### config.mk
export PLATFORM = sky130hd
export DESIGN_NAME = dbus_align
export DESIGN_NICKNAME = d
export VERILOG_FILES = /design/src/rtl/dbus_align.sv
export SDC_FILE = /design/constraint.sdc
export NUM_CORES = 1
export LEC_CHECK = 0
export ABC_CLOCK_PERIOD_IN_PS = 1510
export BUFFER_PORTS_ARGS = -buffer_cell sky130_fd_sc_hd__buf_2
export CAP_MARGIN = 20
export CORE_MARGIN = 2
export CORE_UTILIZATION = 44
export DETAILED_ROUTE_END_ITERATION = 8
export PLACE_DENSITY = 0.78
export SLEW_MARGIN = 20
export SYNTH_ARGS = -nofsm -noshare
export SYNTH_HDL_FRONTEND = slang
export SYNTH_SLANG_ARGS = --single-unit
### constraint.sdc
create_clock -name SYSCLK -period 1.51 [get_ports SYSCLK]
set_input_delay 0.2265 -clock SYSCLK [delete_from_list [all_inputs] [get_ports SYSCLK]]
set_output_delay 0.2265 -clock SYSCLK [all_outputs]
set_load 0.005 [all_outputs]
### src/rtl/dbus_align.sv
// rtl/dbus_align.sv - load/store data-bus aligner with pipeline hold and load extension
module dbus_align (
    input  logic        SYSCLK,
    input  logic        RESET_D1_R_N,
    input  logic        MEM_REQ_E,
    input  logic        MEM_WR_E,
    input  logic [1:0]  MEM_SIZE_E,
    input  logic        MEM_SIGNED_E,
    input  logic [31:0] ADDR_E,
    input  logic [31:0] STDATA_E,
    input  logic        DBUS_ACK,
    input  logic        DBUS_ERR,
    input  logic [31:0] DBUS_RDATA,
    output logic        DBUS_REQ_R,
    output logic        DBUS_WR_R,
    output logic [31:0] DBUS_ADDR_R,
    output logic [3:0]  DBUS_BE_R,
    output logic [31:0] DBUS_WDATA_R,
    output logic [31:0] RDBUSINM,
    output logic        RDVALID_M,
    output logic        CLMI_RHOLD,
    output logic        ADDR_ERR_R,
    output logic        BUS_ERR_R
);

    typedef enum logic {IDLE, BUSY} state_t;

    state_t      state, state_nxt;
    logic        busy, accept, legal, misaligned, ld_done;
    logic [3:0]  be_nxt;
    logic [31:0] wdata_nxt, ld_data, ld_shift;
    logic [15:0] ld_half;
    logic [1:0]  size_q, lo_q;
    logic        signed_q;

    assign busy       = (state == BUSY);
    assign DBUS_REQ_R = busy;

    always_comb begin
        misaligned = 1'b0;
        be_nxt     = 4'b1111;
        wdata_nxt  = STDATA_E;
        case (MEM_SIZE_E)
            2'b00: begin
                be_nxt    = 4'b0001 << ADDR_E[1:0];
                wdata_nxt = {4{STDATA_E[7:0]}};
            end
            2'b01: begin
                misaligned = ADDR_E[0];
                be_nxt     = 4'b0011 << {ADDR_E[1], 1'b0};
                wdata_nxt  = {2{STDATA_E[15:0]}};
            end
            2'b10:   misaligned = |ADDR_E[1:0];
            default: misaligned = 1'b1;
        endcase
    end

    // A terminating bus cycle releases the hold, so a new request can issue in the same cycle.
    always_comb begin
        CLMI_RHOLD = busy & ~DBUS_ACK & ~DBUS_ERR;
        accept     = MEM_REQ_E & ~CLMI_RHOLD;
        legal      = accept & ~misaligned;
        state_nxt  = state;
        if (legal)
            state_nxt = BUSY;
        else if (busy & (DBUS_ACK | DBUS_ERR))
            state_nxt = IDLE;
    end

    always_ff @(posedge SYSCLK or negedge RESET_D1_R_N) begin
        if (!RESET_D1_R_N)
            state <= IDLE;
        else
            state <= state_nxt;
    end

    assign ld_done  = busy & DBUS_ACK & ~DBUS_ERR & ~DBUS_WR_R;
    assign ld_shift = DBUS_RDATA >> {lo_q, 3'b000};
    assign ld_half  = lo_q[1] ? DBUS_RDATA[31:16] : DBUS_RDATA[15:0];

    always_comb begin
        case (size_q)
            2'b00:   ld_data = {{24{signed_q & ld_shift[7]}}, ld_shift[7:0]};
            2'b01:   ld_data = {{16{signed_q & ld_half[15]}}, ld_half};
            default: ld_data = DBUS_RDATA;
        endcase
    end

    always_ff @(posedge SYSCLK or negedge RESET_D1_R_N) begin
        if (!RESET_D1_R_N) begin
            DBUS_WR_R    <= 1'b0;
            DBUS_ADDR_R  <= 32'h0;
            DBUS_BE_R    <= 4'h0;
            DBUS_WDATA_R <= 32'h0;
            RDBUSINM     <= 32'h0;
            RDVALID_M    <= 1'b0;
            ADDR_ERR_R   <= 1'b0;
            BUS_ERR_R    <= 1'b0;
            size_q       <= 2'b00;
            lo_q         <= 2'b00;
            signed_q     <= 1'b0;
        end else begin
            RDVALID_M  <= ld_done;
            ADDR_ERR_R <= accept & misaligned;
            BUS_ERR_R  <= busy & DBUS_ERR;
            if (ld_done)
                RDBUSINM <= ld_data;
            if (legal) begin
                DBUS_WR_R    <= MEM_WR_E;
                DBUS_ADDR_R  <= {ADDR_E[31:2], 2'b00};
                DBUS_BE_R    <= be_nxt;
                DBUS_WDATA_R <= wdata_nxt;
                size_q       <= MEM_SIZE_E;
                lo_q         <= ADDR_E[1:0];
                signed_q     <= MEM_SIGNED_E;
            end
        end
    end

endmodule
* Word-level counts from Yosys, hierarchy flattened
Index checks and enable logic that the tools add are counted.
** Operators by class
- Add/sub/neg operators :: 0
- Multipliers :: 0
- Div/mod/pow operators :: 0
- $lt $le $gt $ge :: 0
- Equal/unequal tests :: 3
- Shift operators :: 3
- Mux-type cells :: 7
- Bitwise gates (word level) :: 18
- Reduce and logical (&&, ||, !) cells :: 4
** Operators with widths (count)
- 32-bit case mux with 2 select lines :: 2
- 32-bit by 5-bit >> shifter with 8-bit output :: 1
- 16-bit 2-to-1 mux :: 1
- 1-bit bitwise AND :: 12
- 4-bit case mux with 2 select lines :: 1
- 1-bit NOT :: 5
- 2-bit by 1-bit equality test with 1-bit output (second input constant) :: 2
- 2-bit zero test :: 2
- 1-bit by 2-bit left shift with 4-bit output (first input constant) :: 1
- 2-bit by 2-bit left shift with 4-bit output (first input constant) :: 1
- 1-bit case mux with 3 select lines :: 1
- 2-bit equality test (second input constant) :: 1
- 1-bit 2-to-1 mux :: 2
- 2-bit nonzero test :: 1
- 2-bit OR reduction :: 1
- 1-bit bitwise OR :: 1
** Storage, ports and cells
- Register bits :: 108
- Latch bits :: 0
- Memory bits (writable) :: 0
- Bits in read-only memories :: 0
- Input bits :: 105
- Output and inout bits :: 106
- Logic and storage cells :: 47
- Memories kept :: 0

* Longest topological paths before layout
Gate-level depths: netlist (run 1).
- Depth in word-level cells :: 7
- Gate-level depth with buffers :: 7
- Depth with buffers taken out :: 5

* Worst setup path after synthesis (run 1)
OpenSTA, ideal clock, no wires.
- Kind :: register to register
- Start :: reg state (netlist: DBUS_REQ_R)
- End :: reg lo_q[1]
- Library setup time :: 0.128 ns
- Arrival :: 1.538 ns
- Required time :: 1.382 ns
- Setup slack :: -0.156 ns
- Stages on the path, launching flop included :: 7
- Buffers on the path :: 3
- Clock period less this slack :: 1.666 ns
- Path through :: dfrtp_1 > or3b_1 > buf_2 > o211ai_2 > buf_6 > buf_6 > mux2_1
** Between the ends
- Word-level cells in the longest chain between the ends :: 5
** RTL lines
- from (decl) :: RTL line 28 : state_t state, state_nxt;
- from (signal assigned) :: RTL line 74 : state <= state_nxt;
- 1-bit bitwise AND (2 in a row) :: RTL line 60 : CLMI_RHOLD = busy & ~DBUS_ACK & ~DBUS_ERR;
- 1-bit NOT :: RTL line 61 : accept = MEM_REQ_E & ~CLMI_RHOLD;
- 1-bit bitwise AND :: RTL line 61
- 1-bit bitwise AND :: RTL line 62 : legal = accept & ~misaligned;
- to (signal assigned) :: RTL line 114 : lo_q <= ADDR_E[1:0];
- to (decl) :: RTL line 33 : logic [1:0] size_q, lo_q;
Every way passes these cells.
A chain may end at the register's enable or synchronous reset.

* Worst setup path in the final report (run 1)
- Start :: reg state (netlist: DBUS_REQ_R)
- End :: reg DBUS_ADDR_R[31]
** Between the ends
- Word-level cells in the longest chain between the ends :: 5
** RTL lines
- 1-bit bitwise AND (2 in a row) :: RTL line 60
- 1-bit NOT :: RTL line 61
- 1-bit bitwise AND :: RTL line 61
- 1-bit bitwise AND :: RTL line 62
- to (signal assigned) :: RTL line 110 : DBUS_ADDR_R <= {ADDR_E[31:2], 2'b00};
- to (decl) :: RTL line 16 : output logic [31:0] DBUS_ADDR_R,
Every way passes these cells.

==> summary.md, run 1 <==
| Metric | Value |
|---|---|
| Static leakage | `3.67 nW` |
| Detail Route Antenna Nets | `0` |
| Initial DRC Count | `290` |
| Crit Path Class | `register to register` |
| Max-slew violation count | `0` |
| CTS tree | `done` |
| Largest net degree at the start of global routing | `46` |
| Synthesized area | `5050 µm²` |
| Starting Density | `0.446` |
| DP Worst Slack | `-0.157 ns` |
| Sequential-to-total area share from yosys stat | `0.535` |
| Rows | `39` |
| Final Hold Vio Count | `0` |
| Final Util | `0.612` |
| Clock buffer depth | `2` |
| Final WL | `13.8 mm` |
| Post-DP HPWL | `10.2 mm` |
| Crit path from | `DBUS_REQ_R` |
| Synth cell types | `39` |
| Critical path fanouts, max | `14` |
| Critical Path End Type | `register` |
| Crit path launch type | `register` |
| Layout area overhead | `37.2%` |
| CTS Root Cell | `clkbuf_16` |
| R2R Path Start | `DBUS_REQ_R` |
| Sink Count | `approximately 110` |
| PD cells | `1320 nW/µm²` |
| DRC viols | `0` |
| Clock latency on the worst-skew pair | `between 0.3 and 0.4 ns` |
| I/O pin count | `211` |
| Initial antenna violation count | `0` |
| Placeable Area | `11300 µm²` |
| Worst EP required | `1.75 ns` |
| Ant diodes | `0` |
| Detailed Routing Iterations Pass 1 | `4` |
| Vias in the first global route | `4524` |
| Final setup violation count | `just under 80` |
| Most frequent cells in the layout | `206 x buf_2, 108 x dfrtp_1, 52 x nand2_1` |
| Setup WS post-layout | `-0.112 ns` |
| Via count | `4396` |
| Outcome | `finished with violations` |
| Post-Syn Instances | `about 450` |
| Global-route wire length before repair | `approximately 22 mm` |
| Seq cells post-synth | `108` |
| Yosys warning count | `0` |
| DIE AREA | `12300 µm²` |
| Gr busiest metal | `met2` |
| Commonest non-fill, non-tap cell in the layout | `buf_2` |
| PortBufs | `between 200 and 250` |
| Fmax | `a little over 0.6 GHz` |
| Synthesized area per cell | `~11 µm²` |
| Synth Flop Type | `dfrtp_1` |
| Met1 Use GR | `0.260` |
| H-tree Lvls | `3` |
| RSZ-0062 raised after global routing | `yes` |
| Post-Layout Cell Count | `820` |
| DIE WIDTH | `111 µm` |
| GRT Total Usage | `0.221` |
| Vias per std cell | `5.36` |
| EDFF count, synth | `0` |
| Routed length per placed instance | `roughly 17 µm` |
| Num CTS Buffers | `9` |
| GP Congestion | `between 0.8 and 0.9` |
| Max Cap Viol | `0` |
| Met3 usage | `0.0612` |
| Layout cell share with drive strength beyond 1 | `0.467` |
| FFs w/ async S/R, synth | `1.00` |
| Tightest Hold Check Type | `input pin to register` |
| Hold_ws | `0.0848 ns` |
| Die height | `111 µm` |
| Fin nets | `777` |
| Worst path arrival time | `roughly 1.9 ns` |
| DP Cell Count | `800` |
| Period utilization | `1.07` |
| Max rail drop VDD | `0.602 mV` |
| Final Skew | `0.00703 ns` |
| Register clock-pin slew on the reported worst setup and hold paths | `0.08 ns` |
| Met2 usage | `0.384` |
| Min Tclk post-route | `around 1.6 ns` |
| Fill cells | `937` |
| Final global-route overflow total | `0` |
| Violations in the final reports | `setup timing` |
| Hold Path Origin | `ADDR_E[19]` |
==> registers in the layout, summed over array words and instances, names as in the netlist <==
signal / cells
DBUS_WDATA_R: 32
RDBUSINM: 32
DBUS_ADDR_R: 30
DBUS_BE_R: 4
lo_q: 2
size_q: 2
ADDR_ERR_R: 1
BUS_ERR_R: 1
DBUS_REQ_R: 1
DBUS_WR_R: 1
RDVALID_M: 1
signed_q: 1
==> layout make-up <==
class                   instances  area, µm²  area share
clock inverters                 6       55.1     0.00795
inverters                       3       11.3     0.00163
multi-input cells             304       2280       0.329
well taps                     143        179      0.0258
clock buffers                  10        239      0.0345
repair buffers                246       1460       0.211
flip-flops and latches        108       2700       0.390
==> Yosys cell counts, types with 2 or more instances <==
master / number / area (µm²)
a22oi_1: 7 / 52.6
nand2b_1: 2 / 12.5
a21oi_1: 30 / 150
nor2_1: 17 / 63.8
nand3_2: 10 / 100
nand2_1: 55 / 206
dfrtp_1: 108 / 2700
and2_1: 2 / 12.5
buf_4: 3 / 22.5
o311ai_1: 2 / 17.5
o211ai_1: 9 / 67.6
mux2_1: 43 / 484
nand3_1: 24 / 120
inv_1: 2 / 7.51
buf_8: 3 / 45.0
buf_6: 4 / 45.0
o22a_1: 7 / 61.3
and3_1: 9 / 56.3
a211oi_1: 2 / 15.0
clkbuf_1: 14 / 52.6
o21ai_0: 15 / 75.1
o21ai_1: 15 / 75.1
mux2i_1: 40 / 400
buf_2: 11 / 55.1
==> power breakdown <==
| group | internal, mW | leakage (nW) | switching (mW) |
|---|---|---|---|
| sequential | 3.63 | 1.31 | 0.447 |
| combinational | 1.45 | 2.21 | 1.28 |
| clock | 1.20 | 0.139 | 1.12 |
==> layer usage <==
| layer | up-vias | routed length [µm] |
|---|---|---|
| met5 | - | 0 |
| met4 | 0 | 189 |
| met3 | 15 | 1250 |
| met2 | 199 | 7040 |
| met1 | 2145 | 5320 |
| li1 | 2037 | - |
==> worst max-delay path: stages (launching register included) <==
cell and delay [ns]:
dfrtp_1 0.36, or3b_4 0.42, o211ai_4 0.15, clkbuf_16 0.26, mux2_1 0.32
==> kinds of logic (layout without fill, tap and decap cells) <==
kind of cell | Yosys count | after routing | share of synthesized area
compound gates | 91 | 91 | 0.111
simple gates | 126 | 126 | 0.126
flops | 108 | 108 | 0.535
other cells | 1 | 2 | 0.000743
buf+inv | 38 | 265 | 0.0459
mux | 84 | 84 | 0.180
xor+xnor | 1 | 1 | 0.00174
==> worst paths after layout <==
kind	endpoint	slack (ns)	cells past startpoint
max	DBUS_ADDR_R[31]	-0.11	4
min	DBUS_ADDR_R[19]	0.08	2
max reg2reg	DBUS_ADDR_R[31]	-0.11	4
min reg2reg	DBUS_WDATA_R[9]	0.48	2
max in group asynchronous	DBUS_BE_R[1]	0.65	3
min in group asynchronous	RDBUSINM[17]	0.31	2
==> stage by stage <==
step	power (mW)	setup TNS [ns]	area, µm²
finish	9.13	-5.59	6930
global route	9.66	-8.98	6930
CTS	9.08	-4.58	6790
detailed placement	6.73	-8.21	6430
global placement	6.61	-5.61	6430
floorplan	5.36	-7.07	5090
==> repair_timing <==
action | 4_1_cts | 5_1_grt
cloned | 0 | 1
endpoints found under the hold margin | 19 | 0
resized for setup | 13 | 32
setup endpoints to repair | 92 | 100
setup buffers | 1 | 1
pin swaps | 0 | 4
hold buffers | 1 | 0
Power figures use the tool's default switching activity.
==> run 2: changes to the inputs <==
Settings changed: REMOVE_ABC_BUFFERS from default to 1.
==> summary.md, run 2 (same netlist as run 1, synthesis figures left out) <==
| Metric | Value |
|---|---|
| Outcome | `finished with violations` |
| Violations in the final reports | `setup timing` |
| Min-Delay Path Depth | `2` |
| PD cells | `1320 nW/µm²` |
| Vias in the first global route | `4588` |
| Clock buffer depth | `2` |
| Static leakage | `3.86 nW` |
| Fmax | `0.599 GHz` |
| Detail Route Antenna Nets | `0` |
| Setup Total Neg Slack | `-8.41 ns` |
| Crit path launch type | `register` |
| RSZ-0062 raised after global routing | `yes` |
| Most frequent cells in the layout | `206 x buf_2, 108 x dfrtp_1, 40 x mux2i_1` |
| Critical Path End Type | `register` |
| PortBufs | `208` |
| DIE WIDTH | `111 µm` |
| Total power | `9.67 mW` |
| Largest net degree at the start of global routing | `37` |
| Area of the multi-input gates | `between 2000 and 2500 µm²` |
| Num CTS Buffers | `9` |
| Clock latency on the worst-skew pair | `0.35 ns` |
| H-tree Lvls | `3` |
| Layout cell share with drive strength beyond 1 | `0.528` |
| DRC viols | `0` |
| Routed length per placed instance | `between 15 and 20 µm` |
| Register area | `2700 µm²` |
| Ant diodes | `0` |
| Worst path cell trace | `or3b_4, o211ai_4, buf_12, buf_16, buf_12, buf_12, nand2_4, o21ai_2` |
| Crit-path slowest cell | `or3b_4` |
| CTS Root Cell | `clkbuf_16` |
| Via count | `about 4600` |
| Commonest non-fill, non-tap cell in the layout | `buf_2` |
| Final setup violation count | `80` |
| Top flop regs | `DBUS_WDATA_R x32, RDBUSINM x32, DBUS_ADDR_R x30` |
| Max rail drop VDD | `0.899 mV` |
| Largest stage delay, worst path | `just over 0.4 ns` |
| Final WL | `roughly 16 mm` |
| Period utilization | `1.11` |
| Post-DP HPWL | `10.3 mm` |
| Final Instance Area | `about 7300 µm²` |
| WP buf/inv | `4` |
| Critical path fanouts, max | `7` |
| Initial antenna violation count | `0` |
| I/O pin count | `211` |
| Die height | `111 µm` |
| Worst Hold Endpoint | `DBUS_ADDR_R[12]` |
| Vias per std cell | `5.49` |
| R2R Setup Slk | `-0.16 ns` |
| Global-route wire length before repair | `roughly 23 mm` |
| Final Skew | `0.0124 ns` |
| Rows | `39` |
| Delay-heaviest family, CP | `buffers and inverters` |
| Min Tclk post-route | `around 1.7 ns` |
| Max Cap Viol | `0` |
| GRT Total Usage | `0.233` |
| Worst reg2reg endpoint | `DBUS_WDATA_R[10]` |
| R2R Path Start | `DBUS_REQ_R` |
| Layout area overhead | `45.1%` |
| Final global-route overflow total | `0` |
| DIE AREA | `12300 µm²` |
| Worst EP required | `1.80 ns` |
| Final Hold Vio Count | `0` |
| Fill cells | `837` |
| Register clock-pin slew on the reported worst setup and hold paths | `0.08 ns` |
| Hold Path Origin | `ADDR_E[12]` |
| Tightest Hold Check Type | `input pin to register` |
| Starting Density | `0.446` |
| Initial DRC Count | `363` |
| GP Congestion | `0.853` |
| DP Worst Slack | `-0.147 ns` |
| Setup WS post-layout | `-0.160 ns` |
| Slew @ Worst Pin | `0.506 ns` |
| Relative slew slack | `0.662` |
| Most frequent CP cell | `buf_12` |
| Worst path arrival time | `just under 2 ns` |
| Fin nets | `791` |
| Placeable Area | `11300 µm²` |
| CTS tree | `done` |
| Hold_ws | `0.0855 ns` |
| Dpl cell area | `approximately 6400 µm²` |
| Max-slew violation count | `0` |
| FF-to-FF path depth | `8` |
| Sink Count | `approximately 110` |
| Crit Path Class | `register to register` |
| Detailed Routing Iterations Pass 1 | `4` |
[run 2: worst reg2reg max path: stages, from the launching register on]
cell,delay (ns)
dfrtp_1,0.34
or3b_4,0.41
o211ai_4,0.19
buf_12,0.17
buf_16,0.14
buf_12,0.12
buf_12,0.13
nand2_4,0.06
o21ai_2,0.05
[run 2: cell type report]
type / instances / area share
Clock buffer: 12 / 0.0350
Clock inverter: 4 / 0.00769
Inverter: 3 / 0.00154
Multi-Input combinational cell: 304 / 0.335
Sequential cell: 108 / 0.369
Tap cell: 143 / 0.0244
Timing Repair Buffer: 260 / 0.227
[run 2: repair_timing]
action,in CTS,in global routing
setup endpoints to repair,85,93
pin swaps,7,21
gates cloned,4,0
buffers inserted,5,6
hold buffers,1,0
hold endpoints to repair,33,0
gates resized for setup,47,72
[run 2: power by group]
part	leakage (nW)	switching (mW)	total [mW]	internal, mW
clock network	0.153	1.10	2.49	1.39
logic	2.39	1.41	3.02	1.61
registers	1.31	0.532	4.17	3.63
[run 2: routing by layer]
metal	vias to the layer above	wire length, µm	global-route usage
met5	-	0	0
met4	0	311	0.0790
met3	30	1190	0.0601
met2	228	8020	0.389
met1	2249	6100	0.296
li1	2070	-	-
[run 2: worst max path at each step]
stage	start	endpoint	slack, ns	cells past startpoint
2_1_floorplan	ADDR_E[0]	DBUS_ADDR_R[10]	-1.45	3
3_3_place_gp	DBUS_ACK	DBUS_ADDR_R[12]	-0.10	5
3_5_place_dp	DBUS_ACK	DBUS_ADDR_R[7]	-0.15	5
4_1_cts	DBUS_REQ_R	DBUS_ADDR_R[4]	-0.13	5
5_1_grt	DBUS_REQ_R	DBUS_WDATA_R[10]	-0.21	8
6_report	DBUS_REQ_R	DBUS_WDATA_R[10]	-0.16	8
[run 2: stage by stage]
stage,instances,util
6_report,834,0.647
5_1_grt,834,0.647
4_1_cts,830,0.622
3_5_place_dp,804,0.567
3_3_place_gp,804,0.567
2_1_floorplan,415,-
